`src/rtl/netproto_pkg.sv`:
```
// netproto_pkg: IPv4 header layout constants and the
// transmit scheduler state encoding shared by the tx path.
package netproto_pkg;

   localparam int IPV4_HDR_WORDS  = 7;
   localparam int IPV4_LEN_WORD   = 2;
   localparam int IPV4_PROTO_WORD = 4;
   localparam int IPV4_HDR_BYTES  = 20;

   typedef enum logic [1:0] {
      IDLE,
      HDR,
      PAYLOAD
   } tx_state_e;

endpackage

```
`src/rtl/rr_arbiter.sv`:
```
// rr_arbiter: combinational round-robin pick starting at ptr_i.
// Ports: req_i requests, ptr_i start index, gnt_o one-hot,
// idx_o winner index, any_o set when any request is up.
module rr_arbiter
   import netproto_pkg::*;
#(
   parameter int NREQ = 2,
   parameter int IW   = (NREQ > 1) ? $clog2(NREQ) : 1
) (
   input  logic [NREQ-1:0] req_i,
   input  logic [IW-1:0]   ptr_i,
   output logic [NREQ-1:0] gnt_o,
   output logic [IW-1:0]   idx_o,
   output logic            any_o
);

   int   k;
   logic found;

   // Walk the requesters from ptr_i, wrapping modulo NREQ.
   always_comb begin
      gnt_o = '0;
      idx_o = '0;
      found = 1'b0;
      k     = 0;
      for (int i = 0; i < NREQ; i++) begin
         k = int'(ptr_i) + i;
         if (k >= NREQ) k = k - NREQ;
         if (!found && req_i[k[IW-1:0]]) begin
            found              = 1'b1;
            gnt_o[k[IW-1:0]]   = 1'b1;
            idx_o              = k[IW-1:0];
         end
      end
   end

   assign any_o = |req_i;

endmodule

```
`src/rtl/udp_tx_sched.sv`:
```
// udp_tx_sched: shares one IPv4 header source between NREQ payload
// sources, round-robin, patching total-length and protocol.
// Ports: S_HDR_* header in, S_PKT_* payload lanes in, M_AXI_* out,
// o_grant owner, o_oversize / o_hdr_err one-cycle status pulses.
module udp_tx_sched
   import netproto_pkg::*;
#(
   parameter int               NREQ        = 2,
   parameter logic [NREQ*8-1:0] PROTOS     = {8'd17, 8'd17},
   parameter logic [15:0]      MAX_PAYLOAD = 16'd1480
) (
   input  logic               S_AXI_ACLK,
   input  logic               S_AXI_ARESETN,
   input  logic               S_HDR_TVALID,
   output logic               S_HDR_TREADY,
   input  logic [31:0]        S_HDR_TDATA,
   input  logic               S_HDR_TLAST,
   input  logic [NREQ-1:0]    S_PKT_TVALID,
   output logic [NREQ-1:0]    S_PKT_TREADY,
   input  logic [NREQ*32-1:0] S_PKT_TDATA,
   input  logic [NREQ-1:0]    S_PKT_TLAST,
   input  logic [NREQ*16-1:0] S_PKT_TBYTES,
   output logic               M_AXI_TVALID,
   input  logic               M_AXI_TREADY,
   output logic [31:0]        M_AXI_TDATA,
   output logic               M_AXI_TLAST,
   output logic [NREQ-1:0]    o_grant,
   output logic               o_oversize,
   output logic               o_hdr_err
);

   localparam int IW = (NREQ > 1) ? $clog2(NREQ) : 1;

   tx_state_e       st_q;
   logic [IW-1:0]   rr_ptr_q;
   logic [IW-1:0]   gidx_q;
   logic [NREQ-1:0] grant_q;
   logic [2:0]      hidx_q;
   logic [15:0]     len_q;
   logic [7:0]      proto_q;
   logic            m_valid_q;
   logic            m_last_q;
   logic [31:0]     m_data_q;
   logic            ov_q;
   logic            herr_q;

   logic [NREQ-1:0] arb_gnt;
   logic [IW-1:0]   arb_idx;
   logic            arb_any;
   logic            ready_out;
   logic            hdr_hs;
   logic            pkt_hs;
   logic [31:0]     hdr_word;
   logic [31:0]     pkt_word;
   logic            pkt_last;
   logic [15:0]     req_bytes;

   rr_arbiter #(
      .NREQ (NREQ),
      .IW   (IW)
   ) u_arb (
      .req_i (S_PKT_TVALID),
      .ptr_i (rr_ptr_q),
      .gnt_o (arb_gnt),
      .idx_o (arb_idx),
      .any_o (arb_any)
   );

   // Output register can take a beat when empty or draining.
   assign ready_out    = !m_valid_q || M_AXI_TREADY;
   assign S_HDR_TREADY = (st_q == HDR) && ready_out;
   assign S_PKT_TREADY = (st_q == PAYLOAD && ready_out)
                         ? grant_q : '0;

   assign hdr_hs    = S_HDR_TVALID && S_HDR_TREADY;
   assign pkt_hs    = S_PKT_TVALID[gidx_q] && S_PKT_TREADY[gidx_q];
   assign pkt_word  = S_PKT_TDATA[gidx_q*32 +: 32];
   assign pkt_last  = S_PKT_TLAST[gidx_q];
   assign req_bytes = S_PKT_TBYTES[arb_idx*16 +: 16];

   always_comb begin
      hdr_word = S_HDR_TDATA;
      if (hidx_q == 3'(IPV4_LEN_WORD))
         hdr_word[15:0] = len_q;
      if (hidx_q == 3'(IPV4_PROTO_WORD))
         hdr_word[23:16] = proto_q;
   end

   always_ff @(posedge S_AXI_ACLK) begin
      if (!S_AXI_ARESETN) begin
         st_q      <= IDLE;
         rr_ptr_q  <= '0;
         gidx_q    <= '0;
         grant_q   <= '0;
         hidx_q    <= '0;
         len_q     <= '0;
         proto_q   <= '0;
         m_valid_q <= 1'b0;
         m_last_q  <= 1'b0;
         m_data_q  <= '0;
         ov_q      <= 1'b0;
         herr_q    <= 1'b0;
      end else begin
         ov_q   <= 1'b0;
         herr_q <= 1'b0;

         if (hdr_hs) begin
            m_valid_q <= 1'b1;
            m_data_q  <= hdr_word;
            m_last_q  <= 1'b0;
         end else if (pkt_hs) begin
            m_valid_q <= 1'b1;
            m_data_q  <= pkt_word;
            m_last_q  <= pkt_last;
         end else if (M_AXI_TREADY) begin
            m_valid_q <= 1'b0;
         end

         unique case (st_q)
            IDLE: begin
               if (arb_any) begin
                  grant_q <= arb_gnt;
                  gidx_q  <= arb_idx;
                  len_q   <= req_bytes + 16'(IPV4_HDR_BYTES);
                  proto_q <= PROTOS[arb_idx*8 +: 8];
                  hidx_q  <= '0;
                  ov_q    <= req_bytes > MAX_PAYLOAD;
                  st_q    <= HDR;
               end
            end
            HDR: begin
               if (hdr_hs) begin
                  if (hidx_q != 3'd7)
                     hidx_q <= hidx_q + 3'd1;
                  if (S_HDR_TLAST) begin
                     herr_q <= hidx_q != 3'(IPV4_HDR_WORDS - 1);
                     st_q   <= PAYLOAD;
                  end
               end
            end
            PAYLOAD: begin
               if (pkt_hs && pkt_last) begin
                  st_q     <= IDLE;
                  grant_q  <= '0;
                  rr_ptr_q <= (int'(gidx_q) == NREQ - 1)
                              ? '0 : gidx_q + 1'b1;
               end
            end
            default: st_q <= IDLE;
         endcase
      end
   end

   assign M_AXI_TVALID = m_valid_q;
   assign M_AXI_TDATA  = m_data_q;
   assign M_AXI_TLAST  = m_last_q;
   assign o_grant      = grant_q;
   assign o_oversize   = ov_q;
   assign o_hdr_err    = herr_q;

endmodule

```
`config.mk`:
```
export PLATFORM = sky130hd
export DESIGN_NAME = udp_tx_sched
export DESIGN_NICKNAME = d
export VERILOG_FILES = /design/src/rtl/netproto_pkg.sv /design/src/rtl/rr_arbiter.sv /design/src/rtl/udp_tx_sched.sv
export SDC_FILE = /design/constraint.sdc
export NUM_CORES = 1
export LEC_CHECK = 0
export CAP_MARGIN = 25
export CORE_MARGIN = 2
export CORE_UTILIZATION = 45
export CTS_CLUSTER_DIAMETER = 100
export DETAILED_ROUTE_END_ITERATION = 8
export PLACE_DENSITY = 0.83
export SYNTH_ARGS = -nofsm -noshare
export SYNTH_HDL_FRONTEND = slang
export SYNTH_SLANG_ARGS = --single-unit
```
`constraint.sdc`:
```
create_clock -name S_AXI_ACLK -period 4.26 [get_ports S_AXI_ACLK]
set_clock_uncertainty 0.05 [all_clocks]
set_input_delay 0.639 -clock S_AXI_ACLK [delete_from_list [all_inputs] [get_ports S_AXI_ACLK]]
set_output_delay 0.639 -clock S_AXI_ACLK [all_outputs]
set_load 0.05 [all_outputs]
```
==> results.sh <==
export IMPL_setup_tns_ns=0
export IMPL_postLayoutCellArea_sq_um=5850
export IMPL_nFillCells=653
export IMPL_post_cts_buffers=0
export IMPL_fmax_mhz=322
export IMPL_cp_required_ns=4.43
export IMPL_max_slew_margin_pct=33.6
export IMPL_drt_iter0_markers=230
export IMPL_hold_violations=0
export IMPL_nets=777
export IMPL_cp_end_kind="flop"
export IMPL_p_per_area_nw_per_um2=284
export IMPL_synth_seq_cells=62
export IMPL_clock_latency_ns=0.34
export IMPL_cp_cell_sequence="clkdlybuf4s50_1 -> nand2b_1 -> nand2_1 -> mux2i_1 -> inv_1 -> ha_1 -> o21ai_0 -> o21ba_2 -> a221oi_1 -> a22oi_1 -> nor2_1"
export IMPL_critPathTopFamily="compound AO/OA/AOI/OAI gates"
export IMPL_power_leakage_nw=2.16
export IMPL_cts_sinks=62
export IMPL_chipHeight_um=96.4
export IMPL_cts_buffers=9
export IMPL_grt_total_usage_pct=28.4
export IMPL_drc=0
export IMPL_maxCapViolCount=0
export IMPL_tightestPinTransition_ns=0.995
export IMPL_start_kind="primary input"
export IMPL_cts_resized=0
export IMPL_cpMaxStageDelayCell="clkdlybuf4s50_1"
export IMPL_rsz0062_at_grt="no"
export IMPL_cts_tree="done"
export IMPL_synth_seq_area_share_pct=32.3
export IMPL_synth_ff_type="dfxtp_1"
export IMPL_setup_violations=0
export IMPL_arrival_ns=3.27
export IMPL_multi_input_area_sq_um=2420
export IMPL_area_growth_syn_to_layout_pct=52.3
export IMPL_viasPerCell=5.80
export IMPL_gp_congestion=1.01
export IMPL_initial_core_util_pct=46.5
export IMPL_peakVddDrop_v=0.000160
export IMPL_crit_fanout=16
export IMPL_syn_avg_cell_area_sq_um=8.16
export IMPL_syn_inst=471
export IMPL_hpwl_um=10600
export IMPL_stdcell_count=744
export IMPL_cp_slowest_stage_delay_ns=0.53
export IMPL_synth_area_sq_um=3840
export IMPL_rows=33
export IMPL_period_minus_slack_ns=3.10
export IMPL_yosysUniqueCellTypes=60
export IMPL_path_class="in -> reg"
export IMPL_first_pass_iters=5
export IMPL_synth_edf_count=0
export IMPL_grt_max_degree=40
export IMPL_worst_path_buf_inv=2
export IMPL_antenna_found_initial=0
export IMPL_holdWs_ns=0.405
export IMPL_run_status="complete, no violations"
export IMPL_dpl_cell_area_sq_um=5670
export IMPL_ant_nets=0
export IMPL_io_pins=178
export IMPL_syn_nets=614
export IMPL_dp_cells=728
export IMPL_clkSlewWorstSetupHoldPaths_ns=0.07
export IMPL_clock_root_buffer="clkbuf_8"
export IMPL_coreArea_sq_um=8260
export IMPL_htree_levels=3
export IMPL_antenna_cells=0
export IMPL_dr_total_vias=4312
export IMPL_cts_hold_fix_buffers=0
export IMPL_totalWireLength_um=13600
export IMPL_first_global_vias=4070
export IMPL_clock_tree_buffer_depth=2
export IMPL_regArea_sq_um=1240
export IMPL_die_x_um=96.4
export IMPL_drv_slew=0
export IMPL_grt_overflow=0
export IMPL_min_delay_path_class="reg -> reg"
export IMPL_ys_async_sr_fraction_pct=0
export IMPL_drive_gt1_share_pct=7.51
export IMPL_die_area_sq_um=9290
export IMPL_post_drt_wl_per_cell_um=18.3
export IMPL_period_share_pct=72.8
export IMPL_yosysWarnings=0
export IMPL_grt_pass1_wl_um=20300
export IMPL_io_buffers=177
==> cell usage after synthesis, types with 12 or more instances <==
| cell type | instances | area share [%] |
|---|---|---|
| nor2_1 | 31 | 3.0 |
| dfxtp_1 | 62 | 32 |
| nand3_1 | 22 | 2.9 |
| clkbuf_1 | 21 | 2.1 |
| o21ai_0 | 15 | 2.0 |
| mux2i_1 | 36 | 9.4 |
| buf_2 | 13 | 1.7 |
| nand2_1 | 53 | 5.2 |
| mux2_2 | 12 | 3.5 |
| a211oi_1 | 20 | 3.9 |
| o22a_1 | 13 | 3.0 |
| a21oi_1 | 43 | 5.6 |
==> power breakdown <==
part           leakage [nW]  internal [mW]  switching [mW]
clock                0.0968          0.267           0.228
combinational          1.56          0.243           0.271
sequential            0.508          0.625          0.0270
==> metal layers <==
layer,vias to the layer above,part of all wire [%],track usage (%)
met5,-,0,0
met4,0,2.3,10.3
met3,26,8.9,6.21
met2,198,49,49.6
met1,2023,40,34.1
li1,2065,-,-
==> through the flow <==
stage               setup WS, ns  util (%)  power [mW]
floorplan                   1.52         -       0.930
global placement            1.02      68.7        1.16
detailed placement         0.835      68.7        1.17
CTS                         1.20      70.9        1.66
global route               0.940      70.9        1.74
finish                      1.16      70.9        1.66
==> path summary, 6_finish.rpt <==
kind | endpoint | cells past startpoint | startpoint | slack (ns)
worst max-delay path | len_q[8]$_SDFFE_PN0P_ | 11 | S_PKT_TVALID[0] | 1.16
worst min-delay path | M_AXI_TDATA[18]$_SDFFE_PN0P_ | 2 | M_AXI_TDATA[18]$_SDFFE_PN0P_ | 0.40
worst max register to register | len_q[8]$_SDFFE_PN0P_ | 10 | rr_ptr_q$_SDFFE_PN0P_ | 1.57
worst min register to register | M_AXI_TDATA[18]$_SDFFE_PN0P_ | 2 | M_AXI_TDATA[18]$_SDFFE_PN0P_ | 0.40
==> worst reg2reg max path, stage by stage, from the launching register on <==
cell	delay, ns
dfxtp_1	0.36
nand2b_1	0.50
nand2_1	0.18
mux2i_1	0.29
inv_1	0.08
ha_1	0.28
o21ai_0	0.33
o21ba_2	0.20
a221oi_1	0.07
a22oi_1	0.18
nor2_1	0.06
==> registers in the layout, indices dropped and copies added (netlist names) <==
name          flops
M_AXI_TVALID      1
st_q              2
o_hdr_err         1
hidx_q            3
o_oversize        1
M_AXI_TDATA      32
len_q            16
M_AXI_TLAST       1
rr_ptr_q          1
proto_q           1
o_grant           2
gidx_q            1
==> cell type report <==
class / instances / share of cell area (%)
clock buffer: 11 / 2.25
sequential: 62 / 21.2
clock inverter: 5 / 0.855
multi-input combinational: 367 / 41.4
inverter: 7 / 0.449
timing repair buffer: 187 / 31.6
tap: 105 / 2.25
==> cells by family (layout without fill, tap and decap cells) <==
family / Yosys count / in the layout / share of synthesized area [%]
flops: 62 / 62 / 32.3
mux: 48 / 48 / 12.9
compound gates: 142 / 142 / 25.0
buf+inv: 42 / 210 / 4.62
simple gates: 160 / 160 / 20.7
xor+xnor: 11 / 11 / 2.51
fa+ha+maj: 6 / 6 / 1.95
==> placed cells by master (no fill, tap or decap), types with 5 or more instances in the layout <==
cell type	netlist	layout
a211oi_1	20	20
and2_1	5	5
inv_1	5	5
o22a_1	13	13
nand2_1	53	53
dfxtp_1	62	61
and3_1	7	7
mux2_2	12	12
nand3_1	22	22
mux2i_1	36	36
o31ai_1	10	10
ha_1	6	6
o21ai_0	15	15
nor2_1	31	31
clkdlybuf4s50_1	0	177
buf_4	1	10
nand4_1	6	6
clkbuf_8	0	9
nor2b_1	11	11
xnor2_1	7	7
a21oi_1	43	43
No activity file was read; power rests on OpenSTA's default activity.
